--- src/rtl/uart_rx_fifo.sv ---
// UART receiver with oversampled start/data/parity/stop decoding feeding a show-ahead
// receive FIFO, with sticky error flags and registered active-low RTS flow control.
module uart_rx_fifo #(
  parameter int unsigned DATA_BITS  = 8,
  parameter int unsigned PARITY     = 1,
  parameter int unsigned STOP_BITS  = 1,
  parameter int unsigned OVERSAMPLE = 16,
  parameter int unsigned FIFO_DEPTH = 16,
  parameter int unsigned RTS_THRESH = FIFO_DEPTH - 4
) (
  input  logic                          clk,
  input  logic                          reset,
  input  logic                          baud_tick,
  input  logic                          uart_rxd,
  input  logic                          rd_en,
  input  logic                          clr_err,
  output logic [DATA_BITS-1:0]          rd_data,
  output logic                          rd_valid,
  output logic [$clog2(FIFO_DEPTH):0]   fill,
  output logic                          uart_rts,
  output logic                          parity_err,
  output logic                          frame_err,
  output logic                          overrun
);

  localparam int unsigned AW = $clog2(FIFO_DEPTH);
  localparam int unsigned FW = AW + 1;
  localparam int unsigned TW = $clog2(OVERSAMPLE);
  localparam int unsigned BW = $clog2(DATA_BITS + 1);

  localparam logic [TW-1:0] HalfLast  = TW'(OVERSAMPLE / 2 - 1);
  localparam logic [TW-1:0] FullLast  = TW'(OVERSAMPLE - 1);
  localparam logic [BW-1:0] DataLast  = BW'(DATA_BITS - 1);
  localparam logic [BW-1:0] StopLast  = BW'(STOP_BITS - 1);
  localparam logic [FW-1:0] FullLevel = FW'(FIFO_DEPTH);
  localparam logic [FW-1:0] RtsLevel  = FW'(RTS_THRESH);
  localparam logic          OddParity = (PARITY == 2);

  typedef enum logic [2:0] {
    StIdle,
    StStart,
    StData,
    StParity,
    StStop,
    StBreak
  } state_e;

  // Input synchronizer
  logic rxd_meta_q, rxd_sync_q;

  always_ff @(posedge clk or negedge reset) begin
    if (!reset) begin
      rxd_meta_q <= 1'b1;
      rxd_sync_q <= 1'b1;
    end else begin
      rxd_meta_q <= uart_rxd;
      rxd_sync_q <= rxd_meta_q;
    end
  end

  // Receive FSM
  state_e               state_q, state_d;
  logic [TW-1:0]        tick_cnt_q, tick_cnt_d;
  logic [BW-1:0]        bit_cnt_q, bit_cnt_d;
  logic [DATA_BITS-1:0] shift_q, shift_d;
  logic                 par_bad_q, par_bad_d;
  logic                 tick_last;

  // START samples at mid-bit, every later state samples one full bit period apart.
  assign tick_last = (state_q == StStart) ? (tick_cnt_q == HalfLast) : (tick_cnt_q == FullLast);

  always_ff @(posedge clk or negedge reset) begin
    if (!reset) begin
      state_q    <= StIdle;
      tick_cnt_q <= '0;
      bit_cnt_q  <= '0;
      shift_q    <= '0;
      par_bad_q  <= 1'b0;
    end else begin
      state_q    <= state_d;
      tick_cnt_q <= tick_cnt_d;
      bit_cnt_q  <= bit_cnt_d;
      shift_q    <= shift_d;
      par_bad_q  <= par_bad_d;
    end
  end

  always_comb begin
    state_d    = state_q;
    tick_cnt_d = tick_cnt_q;
    bit_cnt_d  = bit_cnt_q;
    shift_d    = shift_q;
    par_bad_d  = par_bad_q;
    if (baud_tick) begin
      tick_cnt_d = tick_last ? '0 : tick_cnt_q + 1'b1;
      unique case (state_q)
        StIdle: begin
          tick_cnt_d = '0;
          bit_cnt_d  = '0;
          par_bad_d  = 1'b0;
          if (!rxd_sync_q) state_d = StStart;
        end
        StStart: begin
          if (tick_last) state_d = rxd_sync_q ? StIdle : StData;
        end
        StData: begin
          if (tick_last) begin
            shift_d = {rxd_sync_q, shift_q[DATA_BITS-1:1]};
            if (bit_cnt_q == DataLast) begin
              bit_cnt_d = '0;
              state_d   = (PARITY != 0) ? StParity : StStop;
            end else begin
              bit_cnt_d = bit_cnt_q + 1'b1;
            end
          end
        end
        StParity: begin
          if (tick_last) begin
            par_bad_d = (^{shift_q, rxd_sync_q}) != OddParity;
            state_d   = StStop;
          end
        end
        StStop: begin
          if (tick_last) begin
            if (!rxd_sync_q) begin
              state_d = StBreak;
            end else if (bit_cnt_q == StopLast) begin
              state_d = StIdle;
            end else begin
              bit_cnt_d = bit_cnt_q + 1'b1;
            end
          end
        end
        StBreak: begin
          tick_cnt_d = '0;
          if (rxd_sync_q) state_d = StIdle;
        end
        default: state_d = StIdle;
      endcase
    end
  end

  // Frame outcome strobes, all qualified by the stop-bit sampling tick
  logic stop_sample, last_stop, wr_req, perr_evt, ferr_evt;

  always_comb begin
    stop_sample = baud_tick && tick_last && (state_q == StStop);
    ferr_evt    = stop_sample && !rxd_sync_q;
    last_stop   = stop_sample && rxd_sync_q && (bit_cnt_q == StopLast);
    wr_req      = last_stop && !par_bad_q;
    perr_evt    = last_stop && par_bad_q;
  end

  // Receive FIFO
  logic [DATA_BITS-1:0] mem [FIFO_DEPTH];
  logic [AW-1:0]        wr_ptr_q, rd_ptr_q;
  logic [FW-1:0]        fill_q, fill_d;
  logic                 empty, full, do_rd, do_wr, ovr_evt;

  always_comb begin
    empty   = (fill_q == '0);
    full    = (fill_q == FullLevel);
    do_rd   = rd_en && !empty;
    // A pop in the same cycle frees the slot, so a write into a full FIFO still lands.
    do_wr   = wr_req && (!full || do_rd);
    ovr_evt = wr_req && full && !do_rd;
    fill_d  = fill_q;
    unique case ({do_wr, do_rd})
      2'b10:   fill_d = fill_q + 1'b1;
      2'b01:   fill_d = fill_q - 1'b1;
      default: fill_d = fill_q;
    endcase
  end

  always_ff @(posedge clk) begin
    if (do_wr) mem[wr_ptr_q] <= shift_q;
  end

  always_ff @(posedge clk or negedge reset) begin
    if (!reset) begin
      wr_ptr_q <= '0;
      rd_ptr_q <= '0;
      fill_q   <= '0;
    end else begin
      if (do_wr) wr_ptr_q <= wr_ptr_q + 1'b1;
      if (do_rd) rd_ptr_q <= rd_ptr_q + 1'b1;
      fill_q <= fill_d;
    end
  end

  assign rd_valid = !empty;
  assign rd_data  = empty ? '0 : mem[rd_ptr_q];
  assign fill     = fill_q;

  // Flow control and sticky flags; a new error event beats a simultaneous clear.
  logic rts_q, perr_q, ferr_q, ovr_q;

  always_ff @(posedge clk or negedge reset) begin
    if (!reset) begin
      rts_q  <= 1'b1;
      perr_q <= 1'b0;
      ferr_q <= 1'b0;
      ovr_q  <= 1'b0;
    end else begin
      rts_q  <= (fill_q >= RtsLevel);
      perr_q <= perr_evt | (perr_q & ~clr_err);
      ferr_q <= ferr_evt | (ferr_q & ~clr_err);
      ovr_q  <= ovr_evt  | (ovr_q  & ~clr_err);
    end
  end

  assign uart_rts   = rts_q;
  assign parity_err = perr_q;
  assign frame_err  = ferr_q;
  assign overrun    = ovr_q;

endmodule

--- config.mk ---
export PLATFORM = sky130hd
export DESIGN_NAME = uart_rx_fifo
export DESIGN_NICKNAME = d
export VERILOG_FILES = /design/src/rtl/uart_rx_fifo.sv
export SDC_FILE = /design/constraint.sdc
export NUM_CORES = 1
export LEC_CHECK = 0
export CORE_MARGIN = 2
export CORE_UTILIZATION = 40
export CTS_BUF_LIST = sky130_fd_sc_hd__clkbuf_8 sky130_fd_sc_hd__clkbuf_16
export CTS_CLUSTER_DIAMETER = 30
export DETAILED_ROUTE_END_ITERATION = 7
export SLEW_MARGIN = 20
export SYNTH_ARGS = -nofsm -noshare
export SYNTH_HDL_FRONTEND = slang
export SYNTH_SLANG_ARGS = --single-unit
--- constraint.sdc ---
create_clock -name clk -period 3.2 [get_ports clk]
set_clock_uncertainty 0.15 [all_clocks]
set_input_delay 0.8 -clock clk [delete_from_list [all_inputs] [get_ports clk]]
set_output_delay 0.8 -clock clk [all_outputs]
set_load 0.02 [all_outputs]
==> metrics.yaml <==
run:
  drv_cap: 0
timing:
  slew_viol_final: 0
  timing.fmax_mhz: 295
  tightest_slew_ns: 0.916
  period_minus_slack_ns: 3.39
  fin_crit_sh: 1.06
  rsz0062_at_grt: "yes"
  layout_setup_ws_ns: -0.187
  hold_viol: 0
  relSlewSlack: 0.389
  setup_viol: 8
  hold_ws_ns: 0.208
  tns_ns: -1.13
cells_and_area:
  drive_gt1_frac: 0.306
  n_antenna_cell: 0
  stdcell_count: 732
  final_core_util: 0.508
  area_delta_synth_final_pct: 23.5
  nets: 512
  stdcell_area_sq_um: 8850
critical_path:
  critical_path_depth: 7
  startpoint_type: "register"
  cp_slowest_cell: "mux4_2"
  worstSetupPathType: "reg -> out"
  crit_fanout: 6
  reg2reg_to: "fill[4]"
  worstPathCellList: "buf_12, buf_8, buf_6, mux4_2, mux4_2, nor2b_4, buf_6"
  path_buf_inv: 4
  cp_top_family: "multiplexers"
  reg2reg_slack_ns: 0.20
  required_ns: 2.25
  crit_arrival_ns: 2.44
  cpPeakStageDelay_ns: 0.53
  r2r_start: "bit_cnt_q[0]"
  r2r_cells: 14
  endpoint_kind: "output port"
drt:
  drtPass1Iterations: 4
  vias_per_cell: 5.25
  drtIter0Drc: 323
  drcViolationCount: 0
  dr_total_vias: 3843
  drtAntennaViolNets: 0
  wl_per_cell_um: 19.0
  wirelength_mm: 13.9
synthesis:
  post_synth_num_cell_types: 55
  synth-main-ff-cell: "edfxtp_1"
  ys_warn_count: 0
  async_reset_ff_frac: 0.234
  synth_fp_nets: 434
  synthCells: 416
  synth-seq-cells: 167
  synth_area_sq_um: 7160
  avgSynthCellArea_sq_um: 17.2
  synth_edf_count: 128
  seq_area_frac_synth: 0.673
hold_path:
  hold_start: "rxd_meta_q"
  hold-path-cell-count: 0
  min_to: "rxd_sync_q"
  hp-class: "reg -> reg"
cts:
  cts_tree: "done"
  clock_latency_ns: 0.41
  holdBufCountCts: 0
  htree_num_levels: 4
  cts.sinks: 167
  cts-buffers-inserted: 17
  clock_path_buffers: 2
  clkTransAtPathRegs_ns: 0.06
  cts_root_buf: "clkbuf_16"
placed_design:
  place.port_buffers: 23
  dp_cells: 690
  hpwl_mm: 9.31
  place.gp.congestion: 0.818
  pre_cts_slack_ns: -0.367
  dpl_cell_area_sq_um: 8050
floorplan:
  die_h_um: 138
  fp-row-count: 48
  initial_utilization: 0.411
  die_w_um: 138
  ios: 24
  dieArea_sq_um: 19000
  core_area_sq_um: 17400
grt:
  track_usage: 0.163
  grt_max_degree: 40
  grt-ovfl-total: 0
  antenna_found_initial: 0
  first_global_vias: 3941
  grt_pass1_wl_mm: 22.6
power_and_ir_drop:
  switching_share: 0.285
  p_switching_mw: 2.03
  pwr-share-clk: 0.304
  cellInternalPower_mw: 5.09
  ir_drop_v: 0.000411
  leakagePower_nw: 3.34
  comb_power_share: 0.323
  totalPowerFinal_mw: 7.12
  pwr-share-seq: 0.373
  power-per-cell-area_nw_per_um2: 804
status:
  outcome: "finished, violations left"
  violations: "negative setup slack"
## power groups by stage
stage               clock, mW  sequential (mW)  combinational [mW]
floorplan                   0             2.66                1.41
global placement            0             2.70                2.05
detailed placement          0             2.70                2.07
CTS                      2.20             2.68                2.27
global route             2.29             2.69                2.50
finish                   2.16             2.65                2.30
## state kept, by name, indices dropped and copies added (netlist names)
| register | cells |
|---|---|
| overrun | 1 |
| par_bad_q | 1 |
| rxd_meta_q | 1 |
| mem | 128 |
| parity_err | 1 |
| wr_ptr_q | 4 |
| frame_err | 1 |
| uart_rts | 1 |
| rd_ptr_q | 4 |
| tick_cnt_q | 4 |
| state_q | 3 |
| shift_q | 8 |
| rxd_sync_q | 1 |
| fill | 5 |
| bit_cnt_q | 4 |
## cell usage after synthesis, types with 2 or more instances
master,number,area share
nand2_1,18,0.0094
nand4_1,6,0.0052
o21ai_0,8,0.0056
xor2_1,7,0.0086
inv_1,12,0.0063
nand3b_1,3,0.0031
nand2b_1,3,0.0026
o2bb2ai_1,2,0.0024
clkbuf_1,9,0.0047
nor2b_1,15,0.013
buf_2,4,0.0028
edfxtp_1,128,0.54
inv_2,2,0.0010
mux2_1,9,0.014
o31ai_1,2,0.0021
a21o_1,2,0.0021
a211o_1,2,0.0024
and3_1,18,0.016
nor4_1,3,0.0026
xnor2_1,14,0.017
dfstp_2,3,0.011
buf_6,5,0.0079
ha_1,12,0.021
nor2_1,6,0.0031
a21boi_0,2,0.0021
mux4_2,40,0.13
nand3_1,5,0.0035
buf_1,2,0.0010
nor3_1,2,0.0014
mux2i_1,2,0.0028
o21ai_1,7,0.0049
a21oi_1,5,0.0035
dfrtp_1,36,0.13
## placed cells by master (no fill, tap or decap), types with 6 or more instances in the layout
| cell type | netlist | layout |
|---|---|---|
| and3_1 | 18 | 18 |
| buf_12 | 0 | 12 |
| buf_4 | 1 | 39 |
| buf_6 | 5 | 7 |
| clkbuf_16 | 0 | 18 |
| clkdlybuf4s50_1 | 0 | 12 |
| dfrtp_1 | 36 | 35 |
| edfxtp_1 | 128 | 128 |
| ha_1 | 12 | 10 |
| inv_1 | 12 | 13 |
| mux2_1 | 9 | 9 |
| mux4_2 | 40 | 40 |
| nand2_1 | 18 | 18 |
| nand4_1 | 6 | 6 |
| nor2_1 | 6 | 6 |
| nor2b_1 | 15 | 11 |
| o21ai_0 | 8 | 8 |
| o21ai_1 | 7 | 7 |
| xnor2_1 | 14 | 14 |
| xor2_1 | 7 | 7 |
## routing by layer
| layer | track usage | vias up | wire [um] |
|---|---|---|---|
| met3 | 0.0368 | 18 | 587 |
| met1 | 0.221 | 1967 | 6080 |
| met4 | 0.0488 | 0 | 263 |
| met5 | 0 | - | 0 |
| li1 | - | 1783 | - |
| met2 | 0.265 | 75 | 6990 |
## worst max-delay path by stage
| stage | to | slack (ns) | from |
|---|---|---|---|
| 2_1_floorplan | fill[4] | -0.12 | baud_tick |
| 3_3_place_gp | fill[4] | -0.35 | baud_tick |
| 3_5_place_dp | fill[4] | -0.37 | baud_tick |
| 4_1_cts | rd_data[0] | -0.27 | rd_ptr_q[0] |
| 5_1_grt | rd_data[0] | -0.26 | rd_ptr_q[0] |
| 6_report | rd_data[7] | -0.19 | rd_ptr_q[0] |
## area by class of cell
type	instances	area (sq um)
multi-input cells	214	2210
flip-flops and latches	167	4820
well taps	225	282
inverters	14	55.1
fillers	1462	8570
clock inverters	15	210
repair buffers	80	837
clock buffers	17	425
## cells by family (layout without fill, tap and decap cells)
logic type,Yosys count,count (layout),synth area share
AOI/OAI and AO/OA,41,41,0.0383
xor gates and xnor gates,21,21,0.0257
adders and majority gates,12,12,0.0210
buffers and inverters,35,126,0.0248
DFF,167,167,0.673
muxes,52,52,0.144
and+or+nand+nor,88,88,0.0725
## what timing repair did
item,in CTS,in global routing
setup endpoints to repair,9,11
pin swaps,0,4
resized for setup,44,15
endpoints found under the hold margin,0,0
gates cloned,2,1
buffers inserted,8,2
No activity file was read; power rests on OpenSTA's default activity.
